===== config.mk =====
export PLATFORM = sky130hd
export DESIGN_NAME = nh_lcd_fifo_feeder
export DESIGN_NICKNAME = d
export VERILOG_FILES = /design/src/rtl/nh_lcd_pkg.sv /design/src/rtl/nh_lcd_feeder_timeout.sv /design/src/rtl/nh_lcd_fifo_feeder.sv
export SDC_FILE = /design/constraint.sdc
export NUM_CORES = 1
export LEC_CHECK = 0
export CORE_ASPECT_RATIO = 1.2
export CORE_MARGIN = 4
export CORE_UTILIZATION = 35
export DETAILED_ROUTE_END_ITERATION = 7
export GPL_TIMING_DRIVEN = 0
export PLACE_DENSITY = 0.62
export SLEW_MARGIN = 20
export SYNTH_ARGS = -nofsm -noshare
export SYNTH_HDL_FRONTEND = slang
export SYNTH_SLANG_ARGS = --single-unit

===== constraint.sdc =====
create_clock -name clk -period 8 [get_ports clk]
set_clock_uncertainty 0.2 [all_clocks]
set_input_delay 2.4 -clock clk [delete_from_list [all_inputs] [get_ports clk]]
set_output_delay 2.4 -clock clk [all_outputs]
set_load 0.005 [all_outputs]

===== src/rtl/nh_lcd_pkg.sv =====
// nh_lcd_pkg: shared types and constants for the LCD pixel-path feeder.
// Holds the feeder state encoding, the FIFO size and pixel data widths, and
// the ping-pong channel indices with their one-hot ownership patterns.
package nh_lcd_pkg;

   localparam int FIFO_SIZE_W = 24;
   localparam int PIXEL_W     = 32;

   localparam int CH0 = 0;
   localparam int CH1 = 1;

   localparam logic [1:0] ACT_NONE = 2'b00;
   localparam logic [1:0] ACT_CH0  = 2'(1 << CH0);
   localparam logic [1:0] ACT_CH1  = 2'(1 << CH1);

   typedef enum logic [1:0] {
      ST_IDLE    = 2'd0,
      ST_GRAB    = 2'd1,
      ST_WRITE   = 2'd2,
      ST_RELEASE = 2'd3
   } feeder_state_e;

endpackage


===== src/rtl/nh_lcd_feeder_timeout.sv =====
// nh_lcd_feeder_timeout: idle-cycle counter for partial-block release.
// Counts cycles while i_run is high, restarts on i_clear, and saturates with
// o_expire held high once TIMEOUT_CYCLES idle cycles have elapsed.
// Only instantiated when NH_LCD_FEEDER_TIMEOUT_EN is defined.
module nh_lcd_feeder_timeout #(
   parameter int TIMEOUT_CYCLES = 256
) (
   input  logic clk,
   input  logic rst,
   input  logic i_run,
   input  logic i_clear,
   output logic o_expire
);

   localparam int               CNT_W = $clog2(TIMEOUT_CYCLES + 1);
   localparam logic [CNT_W-1:0] LIMIT = CNT_W'(TIMEOUT_CYCLES);

   logic [CNT_W-1:0] cnt_q, cnt_d;

   // Expiry is decoded from the register only, so it never depends on the
   // same-cycle handshake that it in turn gates.
   assign o_expire = (cnt_q == LIMIT);

   // Next count: clear wins, otherwise advance while idle until the limit.
   always_comb begin
      cnt_d = cnt_q;
      if (i_clear) begin
         cnt_d = '0;
      end else if (i_run && !o_expire) begin
         cnt_d = cnt_q + CNT_W'(1);
      end
   end

   // Counter register.
   always_ff @(posedge clk or negedge rst) begin
      if (!rst) begin
         cnt_q <= '0;
      end else begin
         cnt_q <= cnt_d;
      end
   end

endmodule


===== src/rtl/nh_lcd_fifo_feeder.sv =====
// nh_lcd_fifo_feeder: moves a valid/ready pixel-word stream into one channel
// of the LCD controller's ping-pong pixel FIFO at a time. A channel is owned
// until it is full, the frame ends, or the feeder is disabled; the block that
// ends a frame is released at once and flagged with o_frame_done.
// Build macro NH_LCD_FEEDER_TIMEOUT_EN: additionally release a partial block
// after TIMEOUT_CYCLES idle cycles (no timer exists when it is undefined).
//
// Handshake: o_pixel_ready depends only on state, counters and configuration,
// never on i_pixel_stb. A word transfers on every rising clk edge where
// i_pixel_stb && o_pixel_ready; it appears on o_fifo_data with o_fifo_stb
// exactly one cycle later, with no stall and no drop.
module nh_lcd_fifo_feeder
   import nh_lcd_pkg::*;
#(
   parameter int PIXEL_CNT_WIDTH = 32,
   parameter int TIMEOUT_CYCLES  = 256
) (
   input  logic                       clk,
   input  logic                       rst,
   input  logic                       i_enable,
   input  logic [PIXEL_CNT_WIDTH-1:0] i_num_pixels,
   input  logic [PIXEL_W-1:0]         i_pixel_data,
   input  logic                       i_pixel_stb,
   output logic                       o_pixel_ready,
   input  logic [1:0]                 i_fifo_rdy,
   output logic [1:0]                 o_fifo_act,
   output logic                       o_fifo_stb,
   input  logic [FIFO_SIZE_W-1:0]     i_fifo_size,
   output logic [PIXEL_W-1:0]         o_fifo_data,
   output logic                       o_frame_done,
   output logic                       o_busy,
   output logic [PIXEL_CNT_WIDTH-1:0] o_pixel_count
);

   feeder_state_e              state_q, state_d;
   logic [1:0]                 act_q, act_d;
   logic [FIFO_SIZE_W-1:0]     blk_cnt_q, blk_cnt_d;
   logic [PIXEL_CNT_WIDTH-1:0] pix_cnt_q, pix_cnt_d;
   logic                       stb_q, stb_d;
   logic [PIXEL_W-1:0]         data_q, data_d;
   logic                       done_q, done_d;
   logic                       eof_q, eof_d;

   logic blk_full;
   logic frame_full;
   logic timeout_hit;
   logic exit_write;
   logic accept;

   // ">=" rather than "==" so a size or frame length lowered mid-block still
   // terminates instead of being overrun.
   assign blk_full   = (blk_cnt_q >= i_fifo_size);
   assign frame_full = (i_num_pixels != '0) && (pix_cnt_q >= i_num_pixels);

`ifdef NH_LCD_FEEDER_TIMEOUT_EN
   logic tmo_run;
   logic tmo_clear;

   assign tmo_run   = (state_q == ST_WRITE) && (blk_cnt_q != '0) && !accept;
   assign tmo_clear = (state_q != ST_WRITE) || accept;

   nh_lcd_feeder_timeout #(
      .TIMEOUT_CYCLES (TIMEOUT_CYCLES)
   ) u_timeout (
      .clk      (clk),
      .rst      (rst),
      .i_run    (tmo_run),
      .i_clear  (tmo_clear),
      .o_expire (timeout_hit)
   );
`else
   logic unused_timeout_cfg;

   assign timeout_hit        = 1'b0;
   assign unused_timeout_cfg = (TIMEOUT_CYCLES != 0);
`endif

   // Any exit condition also closes the handshake, so no word is accepted in
   // the cycle the block is being given up.
   assign exit_write    = blk_full | frame_full | ~i_enable | timeout_hit;
   assign o_pixel_ready = (state_q == ST_WRITE) && !exit_write;
   assign accept        = o_pixel_ready && i_pixel_stb;

   assign o_fifo_act    = act_q;
   assign o_fifo_stb    = stb_q;
   assign o_fifo_data   = data_q;
   assign o_frame_done  = done_q;
   assign o_busy        = (state_q != ST_IDLE);
   assign o_pixel_count = pix_cnt_q;

   // Next-state and datapath: grab a channel, stream into it, release it.
   always_comb begin
      state_d   = state_q;
      act_d     = act_q;
      blk_cnt_d = blk_cnt_q;
      pix_cnt_d = pix_cnt_q;
      stb_d     = accept;
      data_d    = accept ? i_pixel_data : data_q;
      done_d    = 1'b0;
      eof_d     = eof_q;

      case (state_q)
         ST_IDLE: begin
            if (i_enable && (i_fifo_rdy != 2'b00)) begin
               state_d = ST_GRAB;
            end
         end
         ST_GRAB: begin
            act_d     = i_fifo_rdy[CH0] ? ACT_CH0 : ACT_CH1;
            blk_cnt_d = '0;
            state_d   = ST_WRITE;
         end
         ST_WRITE: begin
            if (accept) begin
               blk_cnt_d = blk_cnt_q + FIFO_SIZE_W'(1);
               pix_cnt_d = pix_cnt_q + PIXEL_CNT_WIDTH'(1);
            end else if (exit_write) begin
               // The strobe for the last accepted word is already on the
               // port this cycle, so ownership only drops after it.
               eof_d   = frame_full;
               state_d = ST_RELEASE;
            end
         end
         ST_RELEASE: begin
            act_d = ACT_NONE;
            if (eof_q) begin
               done_d    = 1'b1;
               pix_cnt_d = '0;
            end
            eof_d   = 1'b0;
            state_d = ST_IDLE;
         end
         default: begin
            state_d = ST_IDLE;
         end
      endcase
   end

   // State, ownership, counters and the registered write port.
   always_ff @(posedge clk or negedge rst) begin
      if (!rst) begin
         state_q   <= ST_IDLE;
         act_q     <= ACT_NONE;
         blk_cnt_q <= '0;
         pix_cnt_q <= '0;
         stb_q     <= 1'b0;
         data_q    <= '0;
         done_q    <= 1'b0;
         eof_q     <= 1'b0;
      end else begin
         state_q   <= state_d;
         act_q     <= act_d;
         blk_cnt_q <= blk_cnt_d;
         pix_cnt_q <= pix_cnt_d;
         stb_q     <= stb_d;
         data_q    <= data_d;
         done_q    <= done_d;
         eof_q     <= eof_d;
      end
   end

endmodule

==> impl_metrics.tcl <==
set metrics [dict create \
    crit-reg2reg-launch "o_pixel_count[22]$_DFFE_PN0P_" \
    hold_violations 0 \
    postCtsSetupBuffers 0 \
    tns_ns 0 \
    cts_num_sinks 95 \
    critPathLaunch "i_num_pixels[17]" \
    ctsLongestPathBuffers 2 \
    ys_types 54 \
    crit_chain "clkdlybuf4s50_1 -> inv_1 -> ha_1 -> a21oi_1 -> o21ai_0 -> a221oi_1 -> o22a_1 -> and4b_1 -> clkdlybuf4s50_1" \
    synthesis.area_sq_um 6330 \
    final_cell_area_sq_um 8590 \
    r2r-end "o_pixel_count[19]$_DFFE_PN0P_" \
    p_comb_frac 0.456 \
    r2r_slack_ns 4.72 \
    slowest_stage "clkdlybuf4s50_1" \
    dpl-instance-area_sq_um 8260 \
    vias 6086 \
    ys_top_cells_by_area "dfrtp_1, ha_1, nand3_1" \
    floorplan.initialDensity 0.359 \
    wl_um 19600 \
    num_rows 53 \
    worstSetupEndpointType "primary output" \
    hold_path_class "flip-flop to flip-flop" \
    p_sw_uw 901 \
    syn_avg_cell_area_sq_um 9.04 \
    worst-path-buf-inv 3 \
    timing.final.crit_share 0.966 \
    cts_hold_repair.buffers 0 \
    final_nets 1031 \
    worstHoldStart "o_fifo_data[30]$_DFFE_PN0P_" \
    ys_seq_elements 95 \
    numCtsBuffers 9 \
    ioPinCount 164 \
    fillers 1721 \
    core_sq_um 17600 \
    maxCapViolCount 0 \
    synth_flop_cell "dfrtp_1" \
    diodes 0 \
    p_int_uw 1510 \
    holdPathStages 1 \
    gr-total-overflow 0 \
    tightest_slew_ns 0.652 \
    ff_latch_area_sq_um 2380 \
    drc 0 \
    p_per_area_nw_per_um2 281 \
    synthTopCellsByCount "dfrtp_1, nand3_1, inv_1, ha_1, a21oi_1" \
    cts_root_buffer "clkbuf_16" \
    clkTransAtPathRegs_ns 0.06 \
    worst_setup_path_start_kind "input pin" \
    synth_top_area_frac 0.376 \
    fp.dieH_um 155 \
    cts_resized 0 \
    r2r_cells 10 \
    ys_seq_area_frac 0.376 \
    rsz0062_at_grt "false" \
    async_flop_share 1.00 \
    yosysWarnings 0 \
    vias_per_cell 5.53 \
    power_frac_seq 0.344 \
    critPathMaxFanout 3 \
    first_global_vias 5943 \
    grt_max_degree 75 \
    worstPathArrival_ns 5.13 \
    grt_pass1_wl_um 31200 \
    clkPwrFrac 0.200 \
    finalSetupViolCount 0 \
    fp.dieW_um 131 \
    outcome "completed" \
    leakage_uw 0.00372 \
    holdPathEnd "o_fifo_data[30]$_DFFE_PN0P_" \
    htreeDepth 3 \
    cp.depth 9 \
    syn_nets 856 \
    drtAntennaViolNets 0 \
    min_period_ns 7.73 \
    synth_edf_count 0 \
    clock.fmax_mhz 129 \
    critPathKind "input pin to primary output" \
    multi_input_area_sq_um 3550 \
    design.die.area_sq_um 20300 \
    wl_per_cell_um 17.8 \
    switching_share 0.374 \
    cts_tree "yes" \
    hpwl_um 14800 \
    path_common_cell "clkdlybuf4s50_1" \
    yosys.area.top_type "dfrtp_1" \
    io_buffers 163 \
    worstSkewPairLatency_ns 0.35 \
    slew_headroom 0.566 \
    cp_top_family "buffers and inverters" \
    syn_inst 700 \
    crit_required_ns 5.40 \
    drtIter0Drc 473 \
    yosysMostFrequentCell "dfrtp_1" \
    areaGrowthSynthToFinish_pct 35.7 \
    antenna_found_initial 0 \
    track_usage 0.194 \
    slew_viol_final 0 \
    gp_congestion 0.879 \
    peakVddDrop_uv 123 \
    firstDrtPassIters 5 \
    drive_above_1_share 0.0761 \
    cpPeakStageDelay_ns 0.56 \
]
==> stage by stage <==
stage / hold WS (ns) / setup WS [ns] / util / instances / power [uW]
2_1_floorplan: 0.296 / 1.58 / - / 700 / 1340
3_3_place_gp: 0.289 / 0.217 / 0.467 / 1083 / 1920
3_5_place_dp: 0.294 / 0.231 / 0.469 / 1084 / 1940
4_1_cts: 0.309 / 0.231 / 0.487 / 1100 / 2430
5_1_grt: 0.321 / 0.116 / 0.487 / 1100 / 2590
6_report: 0.305 / 0.269 / 0.487 / 1100 / 2410
==> flip-flops by register name (all words and copies together) (netlist names) <==
register,flops
o_fifo_data,32
eof_q,1
blk_cnt_q,24
o_pixel_count,32
o_fifo_stb,1
state_q,2
o_fifo_act,2
o_frame_done,1
==> placed cells by master (no fill, tap or decap), types with 3 or more instances in the layout <==
cell             count
and4_1               9
nor4_1              11
nand2b_1             7
and2_1               3
nand4_1             13
ha_1                62
a21oi_1             52
mux2_2              33
or4_1               22
a41oi_1              7
nor2b_1              3
clkbuf_16            9
nand3_1             75
o21ai_0             38
o211ai_1             8
nor2_1              23
or3_1                8
dfrtp_1             95
a21o_1               5
nor3_1               6
buf_1                4
clkbuf_1            20
o311ai_0             4
nand2_1             48
o31ai_1             20
clkdlybuf4s50_1    162
and3_1              12
a31oi_1              4
inv_1               66
buf_2               11
mux2i_1              3
==> per-layer routing <==
layer | GRT usage | share of wire
met3 | 0.0323 | 0.049
met5 | 0 | 0
met4 | 0.0686 | 0.024
met2 | 0.333 | 0.50
met1 | 0.246 | 0.42
==> power by group through the flow <==
stage | clock, uW | combinational, uW | sequential, uW
after floorplan | 0 | 536 | 802
after detailed placement | 0 | 1100 | 835
after global routing | 511 | 1220 | 859
after CTS | 492 | 1110 | 828
after global placement | 0 | 1090 | 833
final | 483 | 1100 | 829
==> layout make-up <==
class | count | area share
sequential | 95 | 0.277
clock buffer | 13 | 0.0303
inverter | 67 | 0.0293
buffer | 34 | 0.0173
timing repair buffer | 164 | 0.193
tap | 220 | 0.0320
clock inverter | 3 | 0.00757
multi-input combinational | 504 | 0.413
==> worst max path at each step <==
stage                          to  slack, ns
floorplan           o_pixel_ready       1.58
detailed placement  o_pixel_ready       0.23
CTS                 o_pixel_ready       0.23
global route        o_pixel_ready       0.12
finish              o_pixel_ready       0.27
global placement    o_pixel_ready       0.22
==> logic make-up (layout without fill, tap and decap cells) <==
kind of cell,after synthesis,in the layout,share of synthesized area
flops,95,95,0.376
mux,36,36,0.0635
simple gates,246,246,0.212
compound gates,160,160,0.163
buf+inv,101,281,0.0633
fa+ha+maj,62,62,0.123
Note: power is estimated with default switching activity, not from simulation.
